File: src/rtl/conv1d_engine_if.sv
// SRAM port between the conv1d engine (master) and the single-port array (slave).
// rdata is valid the cycle after a read request.
interface conv1d_engine_if #(
    parameter int AW = 7,
    parameter int DW = 32
);
    logic          req;
    logic          we;
    logic [AW-1:0] addr;
    logic [DW-1:0] wdata;
    logic [DW-1:0] rdata;

    modport master (output req, we, addr, wdata, input rdata);
    modport slave  (input req, we, addr, wdata, output rdata);
endinterface

File: src/rtl/conv1d_engine.sv
// Valid-mode 1-D cross-correlation y[i] = sum_j x[i+j]*k[j] over a shared SRAM.
// Kernel is cached in registers; each output is accumulated and written back.
module conv1d_engine #(
    parameter int KMAX = 8,
    parameter int AW   = 7,
    parameter int DW   = 32
) (
    input  logic                   clk_i,
    input  logic                   rst_i,
    input  logic                   start_i,
    input  logic [AW-1:0]          in_base_i,
    input  logic [AW-1:0]          in_len_i,
    input  logic [AW-1:0]          k_base_i,
    input  logic [3:0]             k_len_i,
    input  logic [AW-1:0]          out_base_i,
    conv1d_engine_if.master        mem,
    output logic                   ext_gnt_o,
    output logic                   busy_o,
    output logic                   done_o,
    output logic                   done_evt_o,
    output logic                   err_o
);
    localparam int KW = $clog2(KMAX);

    typedef enum logic [1:0] {IDLE, LOAD_K, MAC, WRITE} state_e;

    state_e                  state_q, state_d;
    logic [3:0]              cnt_q, cnt_d;
    logic [AW-1:0]           idx_q, idx_d;
    logic [AW-1:0]           in_base_q, in_base_d, in_len_q, in_len_d;
    logic [AW-1:0]           k_base_q, k_base_d, out_base_q, out_base_d;
    logic [3:0]              k_len_q, k_len_d;
    logic [KMAX-1:0][DW-1:0] kreg_q, kreg_d;
    logic [DW-1:0]           acc_q, acc_d;
    logic                    cap_vld_q, cap_vld_d, cap_mac_q, cap_mac_d;
    logic [KW-1:0]           cap_tap_q, cap_tap_d;
    logic                    req_q, req_d, we_q, we_d;
    logic [AW-1:0]           addr_q, addr_d;
    logic [DW-1:0]           wdata_q, wdata_d;
    logic                    busy_q, busy_d, gnt_q, gnt_d;
    logic                    done_q, done_d, evt_q, evt_d, err_q, err_d;
    logic                    cfg_bad;

    assign cfg_bad = (k_len_i == 4'd0) || (k_len_i > 4'(KMAX)) ||
                     (in_len_i == '0) || (AW'(k_len_i) > in_len_i);

    always_comb begin
        state_d    = state_q;
        cnt_d      = cnt_q;
        idx_d      = idx_q;
        in_base_d  = in_base_q;
        in_len_d   = in_len_q;
        k_base_d   = k_base_q;
        k_len_d    = k_len_q;
        out_base_d = out_base_q;
        kreg_d     = kreg_q;
        acc_d      = acc_q;
        done_d     = done_q;
        err_d      = err_q;
        evt_d      = 1'b0;
        // Remember which tap the read issued this cycle belongs to; data lands next cycle.
        cap_vld_d  = req_q && !we_q;
        cap_mac_d  = (state_q == MAC);
        cap_tap_d  = cnt_q[KW-1:0];

        if (cap_vld_q) begin
            if (cap_mac_q) acc_d = acc_q + mem.rdata * kreg_q[cap_tap_q];
            else           kreg_d[cap_tap_q] = mem.rdata;
        end

        case (state_q)
            IDLE: if (start_i) begin
                in_base_d  = in_base_i;
                in_len_d   = in_len_i;
                k_base_d   = k_base_i;
                k_len_d    = k_len_i;
                out_base_d = out_base_i;
                cnt_d      = '0;
                idx_d      = '0;
                done_d     = 1'b0;
                err_d      = 1'b0;
                if (cfg_bad) begin
                    err_d  = 1'b1;
                    done_d = 1'b1;
                    evt_d  = 1'b1;
                end else begin
                    state_d = LOAD_K;
                end
            end
            LOAD_K: begin
                if (cnt_q == k_len_q) begin
                    state_d = MAC;
                    cnt_d   = '0;
                end else cnt_d = cnt_q + 4'd1;
            end
            MAC: begin
                if (cnt_q == 4'd0) acc_d = '0;
                if (cnt_q == k_len_q) begin
                    state_d = WRITE;
                    cnt_d   = '0;
                end else cnt_d = cnt_q + 4'd1;
            end
            WRITE: begin
                if (idx_q == in_len_q - AW'(k_len_q)) begin
                    state_d = IDLE;
                    done_d  = 1'b1;
                    evt_d   = 1'b1;
                end else begin
                    state_d = MAC;
                    idx_d   = idx_q + AW'(1);
                    cnt_d   = '0;
                end
            end
            default: state_d = IDLE;
        endcase

        // Bus outputs are registered: derive them from the state entered next.
        req_d   = 1'b0;
        we_d    = 1'b0;
        addr_d  = '0;
        wdata_d = '0;
        case (state_d)
            LOAD_K: if (cnt_d < k_len_d) begin
                req_d  = 1'b1;
                addr_d = k_base_d + AW'(cnt_d);
            end
            MAC: if (cnt_d < k_len_d) begin
                req_d  = 1'b1;
                addr_d = in_base_d + idx_d + AW'(cnt_d);
            end
            WRITE: begin
                req_d   = 1'b1;
                we_d    = 1'b1;
                addr_d  = out_base_d + idx_d;
                wdata_d = acc_d;
            end
            default: ;
        endcase
        busy_d = (state_d != IDLE);
        gnt_d  = !busy_d;
    end

    always_ff @(posedge clk_i) begin
        if (rst_i) begin
            state_q    <= IDLE;
            cnt_q      <= '0;
            idx_q      <= '0;
            in_base_q  <= '0;
            in_len_q   <= '0;
            k_base_q   <= '0;
            k_len_q    <= '0;
            out_base_q <= '0;
            kreg_q     <= '0;
            acc_q      <= '0;
            cap_vld_q  <= 1'b0;
            cap_mac_q  <= 1'b0;
            cap_tap_q  <= '0;
            req_q      <= 1'b0;
            we_q       <= 1'b0;
            addr_q     <= '0;
            wdata_q    <= '0;
            busy_q     <= 1'b0;
            gnt_q      <= 1'b1;
            done_q     <= 1'b0;
            evt_q      <= 1'b0;
            err_q      <= 1'b0;
        end else begin
            state_q    <= state_d;
            cnt_q      <= cnt_d;
            idx_q      <= idx_d;
            in_base_q  <= in_base_d;
            in_len_q   <= in_len_d;
            k_base_q   <= k_base_d;
            k_len_q    <= k_len_d;
            out_base_q <= out_base_d;
            kreg_q     <= kreg_d;
            acc_q      <= acc_d;
            cap_vld_q  <= cap_vld_d;
            cap_mac_q  <= cap_mac_d;
            cap_tap_q  <= cap_tap_d;
            req_q      <= req_d;
            we_q       <= we_d;
            addr_q     <= addr_d;
            wdata_q    <= wdata_d;
            busy_q     <= busy_d;
            gnt_q      <= gnt_d;
            done_q     <= done_d;
            evt_q      <= evt_d;
            err_q      <= err_d;
        end
    end

    assign mem.req     = req_q;
    assign mem.we      = we_q;
    assign mem.addr    = addr_q;
    assign mem.wdata   = wdata_q;
    assign ext_gnt_o   = gnt_q;
    assign busy_o      = busy_q;
    assign done_o      = done_q;
    assign done_evt_o  = evt_q;
    assign err_o       = err_q;
endmodule

File: src/flat_wrapper.sv
// flat-port wrapper written by rule: the top's interface ports become plain ports
module conv1d_engine_flat 
#(
    parameter int KMAX = 8,
    parameter int AW   = 7,
    parameter int DW   = 32
)
  (clk_i, rst_i, start_i, in_base_i, in_len_i, k_base_i, k_len_i, out_base_i, ext_gnt_o, busy_o, done_o, done_evt_o, err_o, mem_req, mem_we, mem_addr, mem_wdata, mem_rdata);
  conv1d_engine_if #(.AW(AW), .DW(DW)) mem_i ();
  input  logic clk_i;
  input  logic rst_i;
  input  logic start_i;
  input  logic [AW-1:0] in_base_i;
  input  logic [AW-1:0] in_len_i;
  input  logic [AW-1:0] k_base_i;
  input  logic [3:0] k_len_i;
  input  logic [AW-1:0] out_base_i;
  output logic ext_gnt_o;
  output logic busy_o;
  output logic done_o;
  output logic done_evt_o;
  output logic err_o;
  output wire logic [$bits(mem_i.req)-1:0] mem_req;
  output wire logic [$bits(mem_i.we)-1:0] mem_we;
  output wire logic [$bits(mem_i.addr)-1:0] mem_addr;
  output wire logic [$bits(mem_i.wdata)-1:0] mem_wdata;
  input wire logic [$bits(mem_i.rdata)-1:0] mem_rdata;
  assign mem_req = mem_i.req;
  assign mem_we = mem_i.we;
  assign mem_addr = mem_i.addr;
  assign mem_wdata = mem_i.wdata;
  assign mem_i.rdata = mem_rdata;
  conv1d_engine #(.KMAX(KMAX), .AW(AW), .DW(DW)) u_core (.clk_i(clk_i), .rst_i(rst_i), .start_i(start_i), .in_base_i(in_base_i), .in_len_i(in_len_i), .k_base_i(k_base_i), .k_len_i(k_len_i), .out_base_i(out_base_i), .mem(mem_i), .ext_gnt_o(ext_gnt_o), .busy_o(busy_o), .done_o(done_o), .done_evt_o(done_evt_o), .err_o(err_o));
endmodule
File: config.mk
export PLATFORM = sky130hd
export DESIGN_NAME = conv1d_engine_flat
export DESIGN_NICKNAME = d
export VERILOG_FILES = /design/src/rtl/conv1d_engine_if.sv /design/src/rtl/conv1d_engine.sv /design/src/flat_wrapper.sv
export SDC_FILE = /design/constraint.sdc
export NUM_CORES = 2
export LEC_CHECK = 0
export ABC_AREA = 1
export CAP_MARGIN = 40
export CORE_AREA = 2 2 351 214
export CTS_CLUSTER_DIAMETER = 30
export DETAILED_ROUTE_END_ITERATION = 10
export DIE_AREA = 0 0 353 216
export HOLD_SLACK_MARGIN = 0.03
export SYNTH_ARGS = -nofsm -noshare
export SYNTH_HDL_FRONTEND = slang
export SYNTH_SLANG_ARGS = --single-unit
File: constraint.sdc
create_clock -name clk_i -period 8.05 [get_ports clk_i]
set_clock_uncertainty 0.15 [all_clocks]
set_input_delay 1.2075 -clock clk_i [delete_from_list [all_inputs] [get_ports clk_i]]
set_output_delay 1.2075 -clock clk_i [all_outputs]
set_load 0.01 [all_outputs]
# Yosys cells after proc, flatten, opt, wreduce, memory -nomap -nowiden
# Cells that the tools add are included.
# word_totals
wordCells	117
in_bits	67
regBits	384
# classes
reduce_logical	19
addsub	8
eq_ne	10
bitwise	2
n_mul	1
muxes	43
magnitude_cmp	5
# op_table
op	count
256-bit bitwise mux	1
32-bit 2-to-1 mux	6
32-bit binary-select mux with 3-bit select	1
32-bit demux with 3-bit select	1
7-bit 2-to-1 mux	10
32-bit adder	1
32-bit by 32-bit multiplier with 32-bit output	1
7-bit case mux with 3 select lines	1
4-bit 2-to-1 mux	5
7-bit by 4-bit adder with 7-bit output	2
7-bit adder	2
7-bit case mux with 2 select lines	1
4-bit case mux with 3 select lines	1
2-bit 2-to-1 mux	5
2-bit == test (second input constant)	4
4-bit zero test	2
2-bit case mux with 4 select lines	1
7-bit by 1-bit adder with 7-bit output (second input constant)	1
7-bit == test	1
4-bit by 7-bit greater-than comparator with 1-bit output	1
7-bit zero test	1
1-bit 2-to-1 mux	7
7-bit by 4-bit subtractor with 7-bit output	1
1-bit case mux with 2 select lines	3
other kinds (18)	28

# Longest topological paths before layout
# depth
word_depth	10
depth_mapped	44
ltp_nobuf	42

# Worst setup path before layout
# OpenSTA, ideal clock, no wires.
# synth_path
path_kind	input port to flip-flop
startpoint	in mem_rdata[14]
endpoint	reg u_core.wdata_q[29] (netlist: u_core.mem.wdata[29])
setup_slack_ns	-0.083
required_ns	7.835
n_path_buf	2
cell_stages	28
arrival_time_ns	7.918
setup_time_ns	0.065
path_cell_list	clkbuf_1 clkinv_1 clkbuf_1 nor2_1 fa_1 fa_1 fa_1 inv_1 fa_1 inv_1 fa_1 fa_1 fa_1 inv_1 fa_1 inv_1 ha_1 a21oi_1 o21ai_0 inv_1 nor3_1 a2111oi_0 nand3_1 a31o_2 or2_2 nand3_1 nand3_1 nor2_1
# synth_via
elab_chain_cells	6
# synth_rtl
element	line	source
from (decl)	flat_wrapper.sv:27	input wire logic [$bits(mem_i.rdata)-1:0] mem_rdata;
32-bit by 32-bit multiplier with 32-bit output *	conv1d_engine.sv:67	if (cap_mac_q) acc_d = acc_q + mem.rdata * kreg_q[cap_tap_q];
32-bit adder *	conv1d_engine.sv:67	
32-bit 2-to-1 mux *	conv1d_engine.sv:67	
32-bit 2-to-1 mux *	conv1d_engine.sv:66	if (cap_vld_q) begin
32-bit 2-to-1 mux	conv1d_engine.sv:97	if (cnt_q == 4'd0) acc_d = '0;
32-bit 2-to-1 mux *	conv1d_engine.sv:71	case (state_q)
to (signal assigned)	conv1d_engine.sv:184	wdata_q <= wdata_d;
to (decl)	conv1d_engine.sv:39	logic [DW-1:0] wdata_q, wdata_d;
# Mark *: on every way between the ends. The rest lies on a longest branch, timed or not.
# A chain may end at the register's enable or synchronous reset.

# Worst setup path in the final report
# layout_path
startpoint	reg u_core.cap_tap_q[0]
endpoint	reg u_core.wdata_q[30] (netlist: u_core.mem.wdata[30])
# layout_via
elab_chain_cells	8
# layout_rtl
element	line	source
from (decl)	conv1d_engine.sv:36	logic [KW-1:0] cap_tap_q, cap_tap_d;
from (signal assigned)	conv1d_engine.sv:180	cap_tap_q <= cap_tap_d;
32-bit binary-select mux with 3-bit select *	conv1d_engine.sv:67	
32-bit 2-to-1 mux (implied by the code) *	conv1d_engine.sv:67	
32-bit by 32-bit multiplier with 32-bit output *	conv1d_engine.sv:67	
32-bit adder *	conv1d_engine.sv:67	
32-bit 2-to-1 mux *	conv1d_engine.sv:67	
32-bit 2-to-1 mux *	conv1d_engine.sv:66	
32-bit 2-to-1 mux	conv1d_engine.sv:97	
32-bit 2-to-1 mux *	conv1d_engine.sv:71	
# Mark *: on every way between the ends. The rest lies on a longest branch, timed or not. The select of a mux whose other input is x is not followed.

==> impl_metrics.py <==
metrics = {
    "outcome": {
        "outcome": "completed",
    },
    "global_route": {
        "antenna_found_initial": 0,
        "grt_max_degree": 142,
        "grt_usage_pct": 28.5,
        "grt_pass1_wl_um": 167000,
        "grt-ovfl-total": 0,
        "grt_pass1_vias": 28000,
    },
    "setup_path": {
        "critical_path_class": "register to register",
        "critPathSlowestCell": "fa_1",
        "start_kind": "register",
        "end_kind": "register",
        "cp.required_ns": 8.48,
        "cp_data_arrival_time_ns": 8.45,
        "critPathMaxStageDelay_ns": 0.55,
        "cp_max_fo": 10,
    },
    "final_layout": {
        "finalNonFillerCells": 5831,
        "drive_gt1_share_pct": 17.1,
        "fill_cells": 6776,
        "diodes": 0,
        "final_cell_mix": "878 x nand2_1, 696 x inv_1, 447 x nor2_1",
        "syn2layout_area_growth_pct": 26.5,
        "fin_util_pct": 57.7,
        "final_common_cell": "nand2_1",
        "nNetsFinal": 5464,
    },
    "clock_network": {
        "htreeDepth": 3,
        "clock_sinks": 384,
        "clkTransAtPathRegs_ns": 0.05,
        "cts_buffers": 69,
        "cts_tree": "built",
        "cts_buffer_depth": 3,
        "clockRootBuffer": "clkbuf_16",
        "clock_latency_ns": 0.66,
        "ctsHoldBuffers": 0,
    },
    "placement": {
        "place_congestion": 0.970,
        "io_buffers": 112,
        "place.detailed.hpwl_um": 84300,
        "placedCellCount": 5642,
    },
    "power_and_ir_drop": {
        "peakVddDrop_uv": 196,
        "power_switching_share_pct": 39.9,
        "p_per_area_nw_per_um2": 230,
        "internal-power_mw": 5.81,
        "comb_power_share_pct": 48.3,
        "power.leakage_nw": 20.5,
        "switching_power_mw": 3.87,
        "p_clk_share_pct": 31.2,
        "seqPwrFrac_pct": 20.5,
        "total_power_mw": 9.68,
    },
    "synthesis": {
        "yosys_warnings": 0,
        "ys.flop_type": "dfxtp_1",
        "synth_edf_count": 0,
        "synthesis.nets": 5055,
        "synth.avg_cell_area_um2": 7.60,
        "yosysTopAreaCell": "fa_1",
        "synth-seq-cells": 384,
        "synth-async-reset-ratio_pct": 0,
        "synth_area_leaders": "fa_1 27%, dfxtp_1 23%, nand2_1 10%, inv_1 8.2%, ha_1 6.1%",
        "synth_top_area_share_pct": 26.8,
        "syn_inst": 4379,
        "synth_area_um2": 33300,
        "ys_seq_area_share_pct": 23.1,
        "synth_cell_types": 51,
    },
    "sta": {
        "hold_ws_ns": 0.291,
        "slew_headroom_pct": 40.5,
        "grt_setup_unrepaired": "yes",
        "hold_viol_final": 0,
        "fin_crit_ns": 8.02,
        "fin_crit_sh_pct": 99.6,
        "tightest_slew_ns": 0.892,
        "setup_tns_ns": 0,
        "finalMaxSlewViolations": 0,
        "max_freq_mhz": 125,
        "setup_violations": 0,
    },
    "detailed_routing": {
        "final_antenna_net_count": 0,
        "drc": 0,
        "drt-initial-drc-count": 2717,
        "post_drt_wl_per_cell_um": 18.8,
        "vias": 29800,
        "vias_per_cell": 5.11,
        "dr.pass1.iters": 6,
        "wirelength_um": 109000,
    },
    "hold_path": {
        "hold_path.class": "register to register",
    },
    "floorplan": {
        "initial_utilization_pct": 45.6,
        "coreArea_um2": 73000,
        "die_w_um": 353,
        "num_rows": 77,
        "die_area_um2": 76200,
        "die_h_um": 216,
        "io_pins": 113,
    },
    "job": {
        "drv_cap": 0,
    },
}
-- worst max-delay path, delay by kind of cell, from the launching register on --
kind                     cells  cell delay, ns
AND/OR/NAND/NOR              9            0.79
AO/OA/AOI/OAI                7            1.05
flip-flops                   1            0.43
buffers and inverters       13            1.39
adder cells (fa/ha/maj)      9            4.11
-- cell families (layout without fill, tap and decap cells) --
kind of cell	after synthesis	after routing	synth area share, %
multiplexers	9	9	0.271
AO/OA/AOI/OAI	745	745	11.6
AND/OR/NAND/NOR	1593	1593	19.1
adder cells (fa/ha/maj)	609	609	33.0
flip-flops	384	384	23.1
buffers and inverters	983	1448	11.5
XOR/XNOR	56	56	1.52
-- routing by layer --
layer / wire [um] / vias up / GRT usage [%]
met5: 0 / - / 0
met4: 1900 / 0 / 5.96
met3: 12300 / 113 / 8.17
met2: 42800 / 1176 / 38.1
li1: - / 14200 / -
met1: 52400 / 14300 / 44.8
-- per-stage QoR --
step | setup slack, ns | area, um^2
4_1_cts | -0.210 | 41000
2_1_floorplan | 0.0240 | 33300
3_3_place_gp | -0.866 | 38000
6_report | 0.0316 | 42100
5_1_grt | -0.263 | 42100
3_5_place_dp | -0.842 | 38100
-- synth_stat cells (all sizes together) (2+ instances only) --
library cell	instances
nand2	921
inv	736
nor2	509
fa	446
dfxtp	384
a21oi	352
o21ai	348
clkbuf	181
ha	163
nand3	87
buf	44
xor2	39
clkinv	22
or2	22
nor3	17
xnor2	17
nand3b	11
mux2i	9
nand4	9
and2	8
nor4	8
a211oi	6
o21bai	6
a22o	5
o211ai	5
o21a	4
a21o	3
a22oi	3
o22ai	3
a31o	2
a31oi	2
o31ai	2
-- area by class of cell --
cell class                 count  area (um^2)  area share [%]
timing repair buffer         563         5280            12.5
tap                          987         1230            2.93
sequential                   384         7700            18.3
clock buffer                  83         1850            4.39
clock inverter                44          548            1.30
multi-input combinational   3012        22600            53.6
inverter                     758         2910            6.91
-- worst paths after layout --
| check | from | endpoint | slack [ns] | cells past startpoint |
|---|---|---|---|---|
| max | u_core.cap_tap_q[0] | u_core.mem.wdata[30] | 0.03 | 38 |
| min | u_core.mem.we | u_core.cap_vld_q | 0.29 | 1 |
| max reg2reg | u_core.cap_tap_q[0] | u_core.mem.wdata[30] | 0.03 | 38 |
| min reg2reg | u_core.mem.we | u_core.cap_vld_q | 0.29 | 1 |
-- sequential cells by signal, summed over array words and instances (netlist names) --
name / cells
u_core.acc_q: 32
u_core.busy_o: 1
u_core.cap_mac_q: 1
u_core.cap_tap_q: 3
u_core.cap_vld_q: 1
u_core.cnt_q: 4
u_core.done_evt_o: 1
u_core.done_o: 1
u_core.err_o: 1
u_core.ext_gnt_o: 1
u_core.idx_q: 7
u_core.in_base_q: 7
u_core.in_len_q: 7
u_core.k_base_q: 7
u_core.k_len_q: 4
u_core.kreg_q: 256
u_core.mem.addr: 7
u_core.mem.req: 1
u_core.mem.wdata: 32
u_core.mem.we: 1
u_core.out_base_q: 7
u_core.state_q: 2
-- power groups by stage --
stage                     registers, mW  clock network (mW)  logic [mW]
final                              1.98                3.02        4.67
after floorplan                    2.02                   0        2.41
after global placement             2.02                   0        4.05
after global routing               1.99                3.17        5.16
after detailed placement           2.02                   0        4.10
after CTS                          1.98                3.08        4.26
-- what timing repair did --
item,CTS,global route
pin swaps,23,109
resized for setup,61,212
setup endpoints to repair,23,31
setup buffers,24,37
cloned,1,4
No activity file was read; power rests on OpenSTA's default activity.
